--- src/rtl/soda_arbiter.sv ---
// Two-panel round-robin arbiter for a shared soda vending core, with idle timeout abort.
// Optional build macro SODA_ARB_FIXED_PRIO_EN: panel 0 always wins simultaneous requests.
module soda_arbiter #(
    parameter int TIMEOUT_CYC = 1000,
    parameter int TW          = 10
) (
    input  logic       clk,
    input  logic       reset,
    input  logic [1:0] req,
    input  logic [1:0] next_in,
    input  logic [1:0] coin_in0,
    input  logic [1:0] coin_in1,
    input  logic       core_soda,
    input  logic [1:0] core_coin_out,
    output logic       core_next,
    output logic [1:0] core_coin_in,
    output logic [1:0] grant,
    output logic [1:0] soda,
    output logic [1:0] coin_out0,
    output logic [1:0] coin_out1,
    output logic       abort,
    output logic [1:0] arb_state
);
    typedef enum logic [1:0] {
        S_IDLE    = 2'd0,
        S_GRANT   = 2'd1,
        S_VEND    = 2'd2,
        S_RELEASE = 2'd3
    } state_t;

    localparam logic [TW-1:0] TIMER_LIM = TW'(TIMEOUT_CYC - 1);

    state_t        r_state, w_state_nxt;
    logic [1:0]    r_grant, w_grant_nxt;
    logic          r_owner, w_owner_nxt;
    logic          r_last, w_last_nxt;
    logic [TW-1:0] r_timer, w_timer_nxt;
    logic [1:0]    r_next_s1, r_next_s2;
    logic [1:0]    w_next_edge;
    logic          w_owner_edge;
    logic          w_pick;
    logic          w_timeout;

    assign w_next_edge  = r_next_s1 & ~r_next_s2;
    assign w_owner_edge = r_owner ? w_next_edge[1] : w_next_edge[0];

    always_comb begin
        case (req)
            2'b01:   w_pick = 1'b0;
            2'b10:   w_pick = 1'b1;
`ifdef SODA_ARB_FIXED_PRIO_EN
            default: w_pick = 1'b0;
`else
            default: w_pick = ~r_last;
`endif
        endcase
    end

    always_ff @(posedge clk or negedge reset) begin
        if (!reset) begin
            r_state   <= S_IDLE;
            r_grant   <= 2'b00;
            r_owner   <= 1'b0;
            r_last    <= 1'b1;
            r_timer   <= '0;
            r_next_s1 <= 2'b00;
            r_next_s2 <= 2'b00;
        end else begin
            r_state   <= w_state_nxt;
            r_grant   <= w_grant_nxt;
            r_owner   <= w_owner_nxt;
            r_last    <= w_last_nxt;
            r_timer   <= w_timer_nxt;
            r_next_s1 <= next_in;
            r_next_s2 <= r_next_s1;
        end
    end

    always_comb begin
        w_state_nxt = r_state;
        w_grant_nxt = r_grant;
        w_owner_nxt = r_owner;
        w_last_nxt  = r_last;
        w_timer_nxt = '0;
        w_timeout   = 1'b0;
        case (r_state)
            S_IDLE: begin
                if (req != 2'b00) begin
                    w_state_nxt = S_GRANT;
                    w_owner_nxt = w_pick;
                    w_grant_nxt = w_pick ? 2'b10 : 2'b01;
                end
            end
            S_GRANT: begin
                w_timer_nxt = w_owner_edge ? '0 : r_timer + TW'(1);
                // A vend in progress wins over a timeout landing in the same cycle
                if (core_soda) begin
                    w_state_nxt = S_VEND;
                end else if (r_timer == TIMER_LIM) begin
                    w_state_nxt = S_RELEASE;
                    w_grant_nxt = 2'b00;
                    w_timeout   = 1'b1;
                end
            end
            S_VEND: begin
                if (!core_soda) begin
                    w_state_nxt = S_RELEASE;
                    w_grant_nxt = 2'b00;
                end
            end
            S_RELEASE: begin
                w_last_nxt  = r_owner;
                w_state_nxt = S_IDLE;
            end
            default: begin
                w_state_nxt = S_IDLE;
                w_grant_nxt = 2'b00;
            end
        endcase
    end

    // Grant is one-hot or zero, so masking by it steers traffic to the owner only
    assign core_next    = |(r_grant & next_in);
    assign core_coin_in = ({2{r_grant[0]}} & coin_in0) | ({2{r_grant[1]}} & coin_in1);
    assign soda         = r_grant & {2{core_soda}};
    assign coin_out0    = {2{r_grant[0]}} & core_coin_out;
    assign coin_out1    = {2{r_grant[1]}} & core_coin_out;
    assign grant        = r_grant;
    assign abort        = w_timeout;
    assign arb_state    = r_state;
endmodule

--- config.mk ---
export PLATFORM = sky130hd
export DESIGN_NAME = soda_arbiter
export DESIGN_NICKNAME = d
export VERILOG_FILES = /design/src/rtl/soda_arbiter.sv
export SDC_FILE = /design/constraint.sdc
export NUM_CORES = 1
export LEC_CHECK = 0
export BUFFER_PORTS_ARGS = -buffer_cell sky130_fd_sc_hd__buf_2
export CELL_PAD_IN_SITES_DETAIL_PLACEMENT = 0
export CELL_PAD_IN_SITES_GLOBAL_PLACEMENT = 1
export CORE_MARGIN = 2
export CORE_UTILIZATION = 39
export DETAILED_ROUTE_END_ITERATION = 10
export PLACE_DENSITY_LB_ADDON = 0.1
export SLEW_MARGIN = 40
export SYNTH_ARGS = -nofsm -noshare
export SYNTH_HDL_FRONTEND = slang
export SYNTH_SLANG_ARGS = --single-unit
--- constraint.sdc ---
create_clock -name clk -period 1.8 [get_ports clk]
set_input_delay 0.09 -clock clk [delete_from_list [all_inputs] [get_ports clk]]
set_output_delay 0.09 -clock clk [all_outputs]
set_load 0.005 [all_outputs]
==> run metrics, run 1 <==
pin count of the biggest net entering global routing=21; top_reg_cell synth=dfrtp_1; Die Height=55.6 um; CP endpoint kind=flop; total CTS buffers=3; CP Launch Type=flop; unrepaired setup endpoints after global routing=no; dpl hpwl=1.49 mm; CP Data Arrival Time=1.87 ns; CTS max path bufs=2; row count=18; multiplexer share of the synthesized area=6.38%; Slew Viols, Final=0; EDFF count, synth=0; Place WS=0.118 ns; aggregate routed wire length=1.97 mm; Congestion Overflow GR=0; Die Footprint=0.00310 sq mm; Final Wtd Congestion=0.747; Hold Vio Cnt, Final=0; Mapped Area=0.00104 sq mm; maximum VDD drop=0.000694 V; Starting DRT DRC Count=7; area occupied by multi-input gates=513 sq um; distinct cell type count after synthesis=28; CTS sink cnt=20; first-pass iteration count of the detailed router=4; Slew HR=51.5%; final design utilization=51.2%; first-pass GRT wire length=3.45 mm; clock root cell=clkbuf_4; Hold Crit Class=primary input to asynchronous set/reset pin; post-synthesis simple-gate area fraction=20.0%; xor/xnor share of the synthesized area=5.90%; clk_skew=0.000576 ns; setup violators final=0; final worst-path setup slack=0.129 ns; Synth Instances=96; Fin Hold WS=0.254 ns; Antenna Nets Post-Route=0; vias in the first global route=820; Setup TNS=0 ns; # diodes=0; area delta synth->final=23.1%; die width=55.6 um; Via Count=806; Max-Cap Viols=0; Synth Net Count=116; CTS clk-pin slew, worst paths=0.11 ns; CP max FO=5; Final Critical Period=1.67 ns; sequential share of the synthesized area=48.3%; filler instances=231; GR Util All Layers=13.8%; final net count=152; WS Path Type=flop to flop; syn avg cell area=10.8 sq um; initial antenna violation count=0; Clk Latency, worst-skew pair=0.29 ns; vias per inst=5.01; Least-Margin Pin Slew=0.726 ns; power density over cell area=1160 mW/mm^2; Ys Warns=0; Post-Synth Adder-Cell Area=8.42%; combinational family with the most area after synthesis=simple AND/OR/NAND/NOR gates; initial core utilization=41.6%; CORE AREA=0.00250 sq mm; H-Tree Level Count=1; asr flop ratio synth=100%; num ports=27; TritonCTS clock tree=built; Sequential Area=502 sq um; crit share post-route=92.9%; max frequency=598 MHz; drc violations=0; drt wl/cell=12.2 um; number of port buffers=26; synthesized flop and latch total=20; status=complete, no violations; Compound-Gate Fraction of Synth Area=8.54%; Lkg Pwr=0.000628 uW; Worst EP required=1.99 ns; layout cell share with drive strength beyond 1=30.5%
==> sequential cells by signal, summed over array words and instances (netlist names) <==
name       cells
r_timer       10
arb_state      2
r_last         1
r_next_s2      2
r_next_s1      2
grant          2
r_owner        1
==> metal layers <==
| layer | vias up | routed length [um] | track usage, % |
|---|---|---|---|
| li1 | 403 | - | - |
| met1 | 379 | 940 | 19.9 |
| met2 | 24 | 924 | 20.9 |
| met3 | 0 | 99 | 2.79 |
| met4 | 0 | 0 | 4.18 |
| met5 | - | 0 | 0 |
==> stage by stage <==
step | area [sq um] | instances | power [uW]
CTS | 1280 | 161 | 1520
detailed placement | 1220 | 154 | 1280
floorplan | 1040 | 96 | 1070
global placement | 1220 | 154 | 1270
global route | 1280 | 161 | 1630
finish | 1280 | 161 | 1490
==> cell type report <==
type	instances	area share (%)
Multi-Input combinational cell	69	40.1
Sequential cell	20	39.2
Timing Repair Buffer	31	13.7
Tap cell	30	2.93
Clock buffer	4	2.05
Inverter	7	2.05
==> Yosys cell counts, types with 4 or more instances <==
| cell type | instances | area, sq um |
|---|---|---|
| xor2_1 | 4 | 35.0 |
| ha_1 | 7 | 87.6 |
| and2_1 | 7 | 43.8 |
| mux2_2 | 5 | 56.3 |
| nor2_1 | 10 | 37.5 |
| nand2_1 | 4 | 15.0 |
| dfrtp_1 | 19 | 475 |
| inv_1 | 7 | 26.3 |
| a22o_1 | 4 | 35.0 |
==> cell families after synthesis <==
kind of cell / after synthesis
AOI/OAI and AO/OA: 11
muxes: 6
DFF: 20
and+or+nand+nor: 38
buffers and inverters: 7
adders and majority gates: 7
xor gates and xnor gates: 7
==> cells in the final DEF, fill, tap and decap left out, drive strengths merged, types with 5 or more instances in the layout <==
cell	n
and2	7
buf	28
dfrtp	19
ha	7
inv	7
mux2	5
nor2	10
==> worst paths after layout <==
check                                   from            to  slack (ns)  cells after the start
worst min-delay path                   reset    r_timer[7]        0.25                      2
worst min register to register  r_next_s1[0]  r_next_s2[0]        0.39                      0
worst max-delay path            arb_state[0]  arb_state[1]        0.13                      5
max in group asynchronous              reset        r_last        1.20                      2
min in group clk                   core_soda  arb_state[0]        0.37                      4
worst max register to register  arb_state[0]  arb_state[1]        0.13                      5
==> report_power, final <==
| group | switching, uW | internal (uW) |
|---|---|---|
| Combinational | 284 | 338 |
| Sequential | 94.8 | 547 |
| Clock | 138 | 86.2 |
| Total | 517 | 971 |
==> repair_timing <==
action / 4_1_cts / 5_1_grt
endpoints found under the setup margin: 0 / 1
resized for setup: 0 / 1
buffers inserted: 0 / 0
hold endpoints to repair: 21 / 0
hold buffers: 3 / 0
==> worst max-delay path: stages, from the launching register on <==
cell     delay (ns)
dfrtp_1        0.43
inv_1          0.11
ha_1           0.26
a22o_1         0.22
a21oi_1        0.19
mux2_2         0.35
Power figures use the tool's default switching activity.
==> run 2: changes to the inputs <==
- ABC_AREA: not set -> 1
- CORE_UTILIZATION: 39 -> 38
==> run 2 against run 1 <==
  * Combinational power up 10%
  * Via count up 17%
  * Setup slack better by 0.085 ns
  * Core utilization down 2.3 points
  * Clock skew up 0.0019 ns
  * Count of clock-buffer cells in the layout unchanged
  * Total power up 6.5%
  * Largest cell class unchanged
==> run metrics, run 2 <==
status=complete, no violations; Critical Path, Cell by Cell=ha_1 > nand3_2 > nor2_4 > nand3_2 > nor2_1 > buf_2; power density over cell area=1170 mW/mm^2; # diodes=0; most common cell after layout, fill and taps aside=nand2_1; vias in the first global route=876; Ys Warns=0; GR Util All Layers=14.5%; Post-CTS Setup Repair Bufs=0; initial core utilization=40.4%; final worst-path setup slack=0.214 ns; max incr delay on CP=0.43 ns; Hold Crit Class=primary input to flop; Place WS=0.371 ns; synthesized flop and latch total=20; Clk Latency, worst-skew pair=0.29 ns; CTS sink cnt=20; sequential share of the synthesized area=44.7%; Hold Vio Cnt, Final=0; first-pass GRT wire length=3.82 mm; max frequency=630 MHz; Worst EP required=1.71 ns; die width=58.4 um; Lkg Pwr=0.000731 uW; CP endpoint kind=primary output; Slew Viols, Final=0; Synth Net Count=154; number of port buffers=26; CP Data Arrival Time=1.50 ns; Max-Cap Viols=0; Synth Instances=134; total CTS buffers=3; slowest CP cell=dfrtp_1; Final Critical Period=1.59 ns; setup violators final=0; WS Path Type=flop to primary output; max reg flops=10; PostCTS Resize Cnt=0; dpl hpwl=1.74 mm; CP max FO=5; Via Count=941; crit share post-route=88.1%; CTS max path bufs=2; unrepaired setup endpoints after global routing=no; first-pass iteration count of the detailed router=4; num ports=27; CTS clk-pin slew, worst paths=0.11 ns; CP dominant cell by count=nand3_2; reg2reg setup slack=0.34 ns; Starting DRT DRC Count=35; Antenna Nets Post-Route=0; Mapped Area=0.00112 sq mm; CORE AREA=0.00278 sq mm; initial antenna violation count=0; top post-synthesis cells by count=nand2_1, dfrtp_1, inv_1, nor2_1; Slew HR=70.4%; Die Footprint=0.00341 sq mm; asr flop ratio synth=100%; clk_skew=0.00247 ns; layout cell share with drive strength beyond 1=28.1%; drt wl/cell=11.1 um; clock root cell=clkbuf_4; pin count of the biggest net entering global routing=21; area delta synth->final=20.9%; most frequent cells in the layout=nand2_1, buf_2, inv_1, dfrtp_1, nor2_1; maximum VDD drop=0.000644 V; distinct cell type count after synthesis=24; drc violations=0; Setup TNS=0 ns; TritonCTS clock tree=built; Synth area leaders=dfrtp_1, nand2_1, ha_1, inv_1, nor2_1; CP Launch Type=flop; top_reg_cell synth=dfrtp_1; Fin Hold WS=0.247 ns; Yosys top cell by area=dfrtp_1; Least-Margin Pin Slew=0.444 ns; hold buffer count at cts=3; EDFF count, synth=0; H-Tree Level Count=1; row count=19; Congestion Overflow GR=0; aggregate routed wire length=2.20 mm; Final Wtd Congestion=0.864; syn avg cell area=8.38 sq um; final net count=188; post-synth top area share=42.3%; Die Height=58.4 um; vias per inst=4.75; most common cell in the netlist=nand2_1; Reg with most FFs=r_timer
-- run 2: cell types whose count changed after synthesis, sizes merged, moves of 4 or more --
| cell | previous run | this run |
|---|---|---|
| nand2 | 4 | 30 |
| o21ai | 1 | 5 |
| inv | 7 | 22 |
| a21oi | 3 | 7 |
| nand3 | 2 | 9 |
| mux2 | 5 | 0 |
| and2 | 7 | 0 |
| nor2 | 10 | 20 |
-- run 2: area by class of cell --
cell class                      count  area, sq um
Clock buffer                        4         36.3
Fill cell                         273         1420
Inverter                           22         82.6
Multi-Input combinational cell     92          539
Sequential cell                    20          502
Tap cell                           31         38.8
Timing Repair Buffer               29          160
-- run 2: through the flow --
stage               cells  power [uW]  area (sq um)  utilization, %
finish                198        1580          1360            48.9
global route          198        1750          1360            48.9
CTS                   198        1610          1360            48.9
detailed placement    191        1340          1290            46.5
global placement      191        1330          1290            46.5
floorplan             134        1120          1120               -
-- run 2: cells by family (layout without fill, tap and decap cells) --
family | after synthesis | in the layout | synth area share, %
AND/OR/NAND/NOR | 65 | 65 | 28.3
buffers and inverters | 22 | 55 | 7.35
flip-flops | 20 | 20 | 44.7
AO/OA/AOI/OAI | 17 | 17 | 9.58
adder cells (fa/ha/maj) | 7 | 7 | 7.79
XOR/XNOR | 3 | 3 | 2.34
-- run 2: worst max-delay path, delay by kind of cell, from the launching register on --
family                   cells  cell delay, ns
adder cells (fa/ha/maj)      1            0.23
flip-flops                   1            0.43
buffers and inverters        1            0.11
AND/OR/NAND/NOR              4            0.44
-- run 2: path summary, 6_finish.rpt --
| path | from | to | cells past startpoint |
|---|---|---|---|
| min | core_soda | arb_state[1] | 5 |
| max in group asynchronous | reset | r_last | 2 |
| max | r_timer[0] | abort | 6 |
| max reg2reg | arb_state[0] | arb_state[0] | 7 |
| min in group asynchronous | reset | r_timer[5] | 2 |
| min reg2reg | r_next_s1[0] | r_next_s2[0] | 0 |
-- run 2: per-layer routing --
layer  track usage (%)  part of all wire (%)  vias up
met4              4.98                  0.68        0
met3              2.64                   4.4        2
met5                 0                     0        -
met1              19.0                    46      422
li1                  -                     -      493
met2              24.1                    48       24
-- run 2: where the power goes --
group	leakage, uW	total, uW	switching [uW]	internal [uW]
Clock	0.0000210	259	136	123
Combinational	0.000452	684	394	290
Sequential	0.000258	641	99.1	542
Total	0.000731	1580	629	955
